<file path="config.mk">
export PLATFORM = sky130hd
export DESIGN_NAME = operand_fetch_stage
export DESIGN_NICKNAME = d
export VERILOG_FILES = /design/src/rtl/opfetch_pkg.sv /design/src/rtl/operand_bypass.sv /design/src/rtl/operand_fetch_stage.sv
export SDC_FILE = /design/constraint.sdc
export NUM_CORES = 1
export LEC_CHECK = 0
export BUFFER_PORTS_ARGS = -buffer_cell sky130_fd_sc_hd__buf_2
export CAP_MARGIN = 25
export CORE_AREA = 5 5 154 156
export DETAILED_ROUTE_END_ITERATION = 12
export DIE_AREA = 0 0 159 161
export GPL_ROUTABILITY_DRIVEN = 0
export PLACE_DENSITY = 0.66
export SYNTH_ARGS = -nofsm -noshare
export SYNTH_HDL_FRONTEND = slang
export SYNTH_SLANG_ARGS = --single-unit
</file>
<file path="constraint.sdc">
create_clock -name clk -period 6.1 [get_ports clk]
set_clock_uncertainty 0.2 [all_clocks]
set_input_delay 0.61 -clock clk [delete_from_list [all_inputs] [get_ports clk]]
set_output_delay 0.61 -clock clk [all_outputs]
set_load 0.01 [all_outputs]
</file>
<file path="src/rtl/opfetch_pkg.sv">
// Shared types for the operand fetch stage: control width, operand source select, load scoreboard state.
// Pure declarations; no latency or backpressure of its own.
package opfetch_pkg;
   localparam int DEF_CTRL_W = 16;

   typedef enum logic [1:0] {
      FWD_ZERO,
      FWD_EX,
      FWD_WB,
      FWD_RF
   } fwd_sel_e;

   typedef enum logic {
      SB_IDLE,
      SB_PEND
   } sb_state_e;
endpackage

</file>
<file path="src/rtl/operand_bypass.sv">
// One source operand: picks zero / EX forward / WB bypass / register file and flags a load-use hit.
// Purely combinational; the hazard flag is what backpressures the decode side.
module operand_bypass
   import opfetch_pkg::*;
(
   input  logic        i_use,
   input  logic [4:0]  i_idx,
   input  logic [31:0] i_rf_data,
   input  logic        i_ex_vld,
   input  logic [4:0]  i_ex_rd,
   input  logic [31:0] i_ex_data,
   input  logic        i_wb_we,
   input  logic [4:0]  i_wb_rd,
   input  logic [31:0] i_wb_data,
   input  logic        i_ld_out,
   input  logic [4:0]  i_ld_out_rd,
   input  logic        i_ld_pend,
   input  logic [4:0]  i_ld_pend_rd,
   output logic [31:0] o_val,
   output logic        o_hazard
);
   fwd_sel_e w_sel;
   logic     w_wb_hit;
   logic     w_out_hit;
   logic     w_pend_hit;

   assign w_wb_hit = i_wb_we && (i_wb_rd == i_idx);

   always_comb begin
      if (i_idx == 5'd0)
         w_sel = FWD_ZERO;
      else if (i_ex_vld && (i_ex_rd == i_idx))
         w_sel = FWD_EX;
      else if (w_wb_hit)
         w_sel = FWD_WB;
      else
         w_sel = FWD_RF;
   end

   always_comb begin
      case (w_sel)
         FWD_ZERO: o_val = 32'd0;
         FWD_EX:   o_val = i_ex_data;
         FWD_WB:   o_val = i_wb_data;
         default:  o_val = i_rf_data;
      endcase
   end

   // A pending load whose writeback lands this cycle is already covered by the WB bypass.
   assign w_out_hit  = i_ld_out && (i_ld_out_rd == i_idx);
   assign w_pend_hit = i_ld_pend && (i_ld_pend_rd == i_idx) && !w_wb_hit;
   assign o_hazard   = i_use && (i_idx != 5'd0) && (w_out_hit || w_pend_hit);
endmodule

</file>
<file path="src/rtl/operand_fetch_stage.sv">
// Decode-to-execute operand fetch with bypass and single-load scoreboard; OPFETCH_STALL_CNT_EN adds stall_cnt.
// Latency 1 cycle; in_ready drops on output backpressure, load-use hazard, flush or reset.
module operand_fetch_stage
   import opfetch_pkg::*;
#(
   parameter int CTRL_W = DEF_CTRL_W
) (
   input  logic              clk,
   input  logic              rst_n,
   input  logic              in_valid,
   output logic              in_ready,
   input  logic [31:0]       in_pc,
   input  logic [4:0]        in_rs1,
   input  logic [4:0]        in_rs2,
   input  logic              in_use_rs1,
   input  logic              in_use_rs2,
   input  logic [4:0]        in_rd,
   input  logic              in_is_load,
   input  logic [31:0]       in_imm,
   input  logic [CTRL_W-1:0] in_ctrl,
   output logic [4:0]        rf_rs1_addr,
   output logic [4:0]        rf_rs2_addr,
   input  logic [31:0]       rf_rs1_data,
   input  logic [31:0]       rf_rs2_data,
   input  logic              wb_we,
   input  logic [4:0]        wb_rd,
   input  logic [31:0]       wb_data,
   input  logic              ex_fwd_valid,
   input  logic [4:0]        ex_fwd_rd,
   input  logic [31:0]       ex_fwd_data,
   input  logic              flush,
   output logic              out_valid,
   input  logic              out_ready,
   output logic [31:0]       out_pc,
   output logic [31:0]       out_rs1_val,
   output logic [31:0]       out_rs2_val,
   output logic [31:0]       out_imm,
   output logic [4:0]        out_rd,
   output logic              out_is_load,
`ifdef OPFETCH_STALL_CNT_EN
   output logic [31:0]       stall_cnt,
`endif
   output logic [CTRL_W-1:0] out_ctrl
);
   logic              r_out_valid;
   logic [31:0]       r_out_pc;
   logic [31:0]       r_out_rs1_val;
   logic [31:0]       r_out_rs2_val;
   logic [31:0]       r_out_imm;
   logic [4:0]        r_out_rd;
   logic              r_out_is_load;
   logic [CTRL_W-1:0] r_out_ctrl;
   sb_state_e         r_sb_state;
   logic [4:0]        r_ld_pend_rd;

   logic [31:0] w_rs1_val;
   logic [31:0] w_rs2_val;
   logic        w_rs1_haz;
   logic        w_rs2_haz;
   logic        w_hazard;
   logic        w_capture;
   logic        w_ld_out;
   logic        w_ld_pend;
   logic        w_sb_set;
   logic        w_sb_clr;

   assign rf_rs1_addr = in_rs1;
   assign rf_rs2_addr = in_rs2;

   assign w_ld_out  = r_out_valid && r_out_is_load;
   assign w_ld_pend = (r_sb_state == SB_PEND);

   operand_bypass u_byp_rs1 (
      .i_use(in_use_rs1), .i_idx(in_rs1), .i_rf_data(rf_rs1_data),
      .i_ex_vld(ex_fwd_valid), .i_ex_rd(ex_fwd_rd), .i_ex_data(ex_fwd_data),
      .i_wb_we(wb_we), .i_wb_rd(wb_rd), .i_wb_data(wb_data),
      .i_ld_out(w_ld_out), .i_ld_out_rd(r_out_rd),
      .i_ld_pend(w_ld_pend), .i_ld_pend_rd(r_ld_pend_rd),
      .o_val(w_rs1_val), .o_hazard(w_rs1_haz)
   );

   operand_bypass u_byp_rs2 (
      .i_use(in_use_rs2), .i_idx(in_rs2), .i_rf_data(rf_rs2_data),
      .i_ex_vld(ex_fwd_valid), .i_ex_rd(ex_fwd_rd), .i_ex_data(ex_fwd_data),
      .i_wb_we(wb_we), .i_wb_rd(wb_rd), .i_wb_data(wb_data),
      .i_ld_out(w_ld_out), .i_ld_out_rd(r_out_rd),
      .i_ld_pend(w_ld_pend), .i_ld_pend_rd(r_ld_pend_rd),
      .o_val(w_rs2_val), .o_hazard(w_rs2_haz)
   );

   // The load term keeps at most one load past this stage at a time.
   assign w_hazard  = w_rs1_haz || w_rs2_haz || (in_is_load && (w_ld_pend || w_ld_out));
   assign in_ready  = rst_n && (!r_out_valid || out_ready) && !w_hazard && !flush;
   assign w_capture = in_valid && in_ready;
   assign w_sb_set  = r_out_valid && out_ready && r_out_is_load && (r_out_rd != 5'd0);
   assign w_sb_clr  = w_ld_pend && wb_we && (wb_rd == r_ld_pend_rd);

   always_ff @(posedge clk) begin
      if (!rst_n) begin
         r_out_valid   <= 1'b0;
         r_out_pc      <= '0;
         r_out_rs1_val <= '0;
         r_out_rs2_val <= '0;
         r_out_imm     <= '0;
         r_out_rd      <= '0;
         r_out_is_load <= 1'b0;
         r_out_ctrl    <= '0;
      end else if (flush) begin
         r_out_valid <= 1'b0;
      end else if (w_capture) begin
         r_out_valid   <= 1'b1;
         r_out_pc      <= in_pc;
         r_out_rs1_val <= w_rs1_val;
         r_out_rs2_val <= w_rs2_val;
         r_out_imm     <= in_imm;
         r_out_rd      <= in_rd;
         r_out_is_load <= in_is_load;
         r_out_ctrl    <= in_ctrl;
      end else if (out_ready) begin
         r_out_valid <= 1'b0;
      end
   end

   // Flush leaves the scoreboard alone: the issued load is older than the flushing branch.
   always_ff @(posedge clk) begin
      if (!rst_n) begin
         r_sb_state   <= SB_IDLE;
         r_ld_pend_rd <= '0;
      end else if (w_sb_set) begin
         r_sb_state   <= SB_PEND;
         r_ld_pend_rd <= r_out_rd;
      end else if (w_sb_clr) begin
         r_sb_state <= SB_IDLE;
      end
   end

`ifdef OPFETCH_STALL_CNT_EN
   logic [31:0] r_stall_cnt;

   always_ff @(posedge clk) begin
      if (!rst_n)
         r_stall_cnt <= '0;
      else if (in_valid && w_hazard && !flush && (r_stall_cnt != 32'hFFFF_FFFF))
         r_stall_cnt <= r_stall_cnt + 32'd1;
   end

   assign stall_cnt = r_stall_cnt;
`endif

   assign out_valid   = r_out_valid;
   assign out_pc      = r_out_pc;
   assign out_rs1_val = r_out_rs1_val;
   assign out_rs2_val = r_out_rs2_val;
   assign out_imm     = r_out_imm;
   assign out_rd      = r_out_rd;
   assign out_is_load = r_out_is_load;
   assign out_ctrl    = r_out_ctrl;
endmodule

</file>
# Yosys cells after proc, flatten, opt, wreduce, memory -nomap -nowiden
# Index checks and enable logic that the tools add are counted.
[classes]
eq_ne = 13
mux = 12
n_bitwise = 2
reduce_logical = 47
[ops]
columns = ["operator", "n"]
rows = [
  ["32-bit one-hot mux with 3 select lines", 2],
  ["5-bit == test", 9],
  ["1-bit logical AND", 25],
  ["5-bit nonzero test", 3],
  ["5-bit zero test", 2],
  ["2-bit 2-to-1 mux", 4],
  ["1-bit logical OR", 6],
  ["1-bit 2-to-1 mux", 6],
  ["1-bit zero test", 5],
  ["2-bit by 1-bit == test with 1-bit output (second input constant)", 2],
  ["2-bit == test (second input constant)", 2],
  ["2-bit zero test", 2],
  ["2-bit nonzero test", 2],
  ["1-bit NOT", 2],
  ["2-bit AND reduction", 1],
  ["2-bit OR reduction", 1],
]
[word_totals]
out_inout_bits = 162
ff_bits = 157
wordCells = 84

# Longest topological paths before layout
[depth]
depth_word = 13
depth_mapped = 9

# By module
# Synthesis repeated with hierarchy kept, for this count alone.
[unflattened]
cells_unflattened = 1084
hier_area_um2 = 9449.1
[modules_own_cells]
columns = ["module", "cells_per_inst", "n_inst", "area_each_um2"]
rows = [
  ["operand_fetch_stage", 690, 1, 6303.5],
  ["operand_bypass", 197, 2, 1572.8],
]

# Least setup slack after synthesis
# OpenSTA, ideal clock, no wires.
[synth_timing]
path_type = "input -> output"
from = "input port in_rs2[3]"
to = "output port in_ready"
slack_ps = 3023
stages = 8
arrival_ps = 2267
path_buffers = 3
path_cell_list = "buf_2 xor2_1 nor4_1 a311oi_1 o2bb2ai_2 buf_2 buf_1 and2_1"
[synth_between]
elab_chain_len = 11
elab_cells_between_ends = 17
classes_between = "3 x eq/ne; 14 x reduce/logical"
[synth_lines]
columns = ["item", "line", "text"]
rows = [
  ["from (decl)", "operand_fetch_stage.sv:14", "input logic [4:0] in_rs2,"],
  ["5-bit == test", "operand_bypass.sv:27", "assign w_wb_hit = i_wb_we && (i_wb_rd == i_idx);"],
  ["1-bit logical AND", "operand_bypass.sv:27", ""],
  ["1-bit zero test", "operand_bypass.sv:51", "assign w_pend_hit = i_ld_pend && (i_ld_pend_rd == i_idx) && !w_wb_hit;"],
  ["1-bit logical AND", "operand_bypass.sv:51", ""],
  ["1-bit logical OR", "operand_bypass.sv:52", "assign o_hazard = i_use && (i_idx != 5'd0) && (w_out_hit || w_pend_hit);"],
  ["1-bit logical AND (*)", "operand_bypass.sv:52", ""],
  ["1-bit logical OR (*) (2 in a row)", "operand_fetch_stage.sv:92", "assign w_hazard = w_rs1_haz || w_rs2_haz || (in_is_load && (w_ld_pend || w_ld_out));"],
  ["1-bit zero test (*)", "operand_fetch_stage.sv:93", "assign in_ready = rst_n && (!r_out_valid || out_ready) && !w_hazard && !flush;"],
  ["1-bit logical AND (*) (2 in a row)", "operand_fetch_stage.sv:93", ""],
  ["to (decl)", "operand_fetch_stage.sv:11", "output logic in_ready,"],
]
# Mark *: on every way between the ends. The rest lies on a longest branch, timed or not.

# Worst setup path in the final report
[layout_timing]
from = "input port rst_n"
to = "output port in_ready"
[layout_between]
elab_chain_len = 3
[layout_lines]
columns = ["item", "line", "text"]
rows = [
  ["from (decl)", "operand_fetch_stage.sv:9", "input logic rst_n,"],
  ["1-bit logical AND (3 in a row)", "operand_fetch_stage.sv:93", ""],
]
# Every way passes these cells.

==> impl_metrics.yaml <==
timing:
  relSlewSlack: 0.310
  setup_viol_count_final: 0
  finalHoldViolCount: 0
  tightest_slew_ns: 1.03
  rsz0062_at_grt: "no"
  maxClockFrequency_mhz: 223
  drv_slew: 0
  period_minus_slack_ns: 4.48
  fin_tns_setup_ns: 0
  fin_crit_sh: 0.735
cells_and_area:
  antenna_cells: 0
  layout_common_cells: "buf_2, nand2_1, dfxtp_1, mux2i_1, nand4_1"
  final_common_cell: "buf_2"
  nNetsFinal: 1518
  n_fill_cell: 2199
  area_growth_pct: 31.9
  drive_gt1_frac: 0.354
synthesis:
  synth-simple-area-share: 0.193
  syn_nets: 1189
  synth_compound_area_frac: 0.139
  ys_ff_latch: 157
  yosysTopAreaCell: "dfxtp_1"
  synth_top_area_frac: 0.391
  synthCells: 946
  seq_area_frac_synth: 0.391
  synth_top_family_by_area: "simple AND/OR/NAND/NOR gates"
  yosysWarnings: 0
  synthMuxAreaShare: 0.159
  synth.area.top_cells: "dfxtp_1, mux2i_1, nand2_1"
  synthAdderAreaFrac: 0
  syn_area_per_cell_um2: 8.50
  synth_xor_area_frac: 0.0490
  ys_types: 34
  syn_area_um2: 8040
floorplan:
  coreArea_um2: 22200
  fp.dieW_um: 159
  rows: 55
  dieArea_um2: 25600
  initial_core_util: 0.362
  die_y_um: 161
  ios: 405
drt:
  first_pass_iters: 6
  postRouteAntennaNets: 0
  vias: 8229
  viasPerCell: 5.23
  avgRoutedWirePerCell_um: 18.2
  dr.first_iter.drc_count: 602
  post-route-drc-count: 0
  wl_um: 28600
global_route:
  grt_pass1_vias: 8113
  overflow: 0
  grt_use_total: 0.210
  antenna_found_initial: 1
  grt_pass1_wl_um: 44600
  grt_max_degree: 93
worst_hold_path:
  min_path_type: "in -> reg"
  holdCritStartpoint: "in_ctrl[8]"
  min_path_cells: 3
  min_to: "out_ctrl[8]"
power_and_ir_drop:
  max-vdd-ir-drop_v: 0.000176
  cellLeakagePower_uw: 0.00507
  finalPower_uw: 2600
  power_density_nw_per_um2: 245
clock_network:
  ctsHoldBuffers: 0
  tritoncts: "yes"
  post_cts_buffers: 0
  clk_latency_ns: 0.41
  postCtsResizedCells: 0
  ctsHtreeMaxLevel: 4
  clock-root-buffer: "clkbuf_16"
  clkTransAtPathRegs_ns: 0.08
  cts.sinks: 157
  cts.path.max_buffers: 2
  cts_buffers: 17
setup_path:
  reg2reg_to: "out_pc[6]"
  crit_fanout: 68
  r2r_cells: 7
  r2r_setup_slack_ns: 2.46
  path_buf_inv: 3
  end_kind: "primary output"
  cp_data_required_time_ns: 5.29
  start_kind: "primary input"
  cp.arrival_ns: 3.67
  crit_family: "buffers and inverters"
  crit_slowest_cell: "buf_4"
  crit_type: "in -> out"
  r2r_start: "out_valid"
  max_stage_delay_ns: 0.65
  cpMostUsedCell: "buf_4"
  crit_chain: "buf_4, nand2b_1, a221oi_1, o31ai_1, o2bb2ai_4, buf_4, and2_1, buf_2"
placement:
  post-dp-hpwl_um: 20500
  place.port_buffers: 404
job:
  drv_cap: 0
outcome:
  outcome: "finished clean"
[sequential cells by signal, indices dropped and copies added (netlist names)]
register,count
out_imm,32
r_sb_state,1
out_rs1_val,32
out_rs2_val,32
out_ctrl,16
out_valid,1
out_pc,32
out_is_load,1
r_ld_pend_rd,5
out_rd,5
[worst max-delay path by stage]
stage | from | to | slack, ns | cells after the start
2_1_floorplan | in_rs2[3] | in_ready | 3.02 | 8
3_3_place_gp | rst_n | out_pc[6] | 1.71 | 8
3_5_place_dp | rst_n | out_imm[31] | 1.59 | 8
4_1_cts | rst_n | in_ready | 1.63 | 8
5_1_grt | rst_n | in_ready | 1.42 | 8
6_report | rst_n | in_ready | 1.62 | 8
[cells in the mapped netlist, drive strengths merged]
cell,count
o31ai,1
inv,1
o2bb2ai,1
dfxtp,157
nand4,91
a21oi,1
o21ai,88
xor2,18
nor4,4
xnor2,27
and2,1
and3,3
nand2,166
nor2,67
buf,48
nor3,3
a21boi,4
a21o,1
o211ai,1
a221oi,1
nor2b,2
or4,1
mux2i,128
a211o,64
nand2b,1
a311oi,2
clkbuf,59
nand3,3
a22oi,2
[per-layer routing]
layer	GRT usage	vias to the layer above	part of all wire
met5	0	-	0.00070
met4	0.0686	2	0.024
met3	0.0648	39	0.089
met2	0.344	383	0.47
met1	0.265	3799	0.42
li1	-	4006	-
[cell families after synthesis]
group	after synthesis
DFF	157
and+or+nand+nor	342
AOI/OAI and AO/OA	166
muxes	128
xor gates and xnor gates	45
buffers and inverters	108
[through the flow]
step	cells	instance area [um^2]	hold slack, ns	worst slack [ns]	util
after global routing	1573	10600	0.196	1.42	0.477
final	1573	10600	0.219	1.62	0.477
after global placement	1540	10000	0.232	1.71	0.450
after floorplan	946	8040	0.273	3.02	-
after CTS	1572	10600	0.193	1.63	0.476
after detailed placement	1540	10000	0.242	1.59	0.450
[power breakdown]
part           switching [uW]  internal, uW
combinational             243           192
sequential               37.3          1090
clock                     491           547
total                     771          1830
[final cells by class]
| class | count | area, um^2 | share of cell area |
|---|---|---|---|
| tap | 285 | 357 | 0.0336 |
| inverter | 1 | 3.75 | 0.000354 |
| clock inverter | 14 | 145 | 0.0137 |
| multi-input combinational | 681 | 4390 | 0.414 |
| clock buffer | 18 | 429 | 0.0405 |
| timing repair buffer | 417 | 2130 | 0.201 |
| sequential | 157 | 3140 | 0.296 |
[worst register-to-register path, delay by kind of cell, from the launching register on]
family | cells | cell delay (ns)
AOI/OAI and AO/OA | 5 | 1.58
and+or+nand+nor | 1 | 0.98
buffers and inverters | 1 | 0.43
DFF | 1 | 0.35
Note: power is estimated with default switching activity, not from simulation.
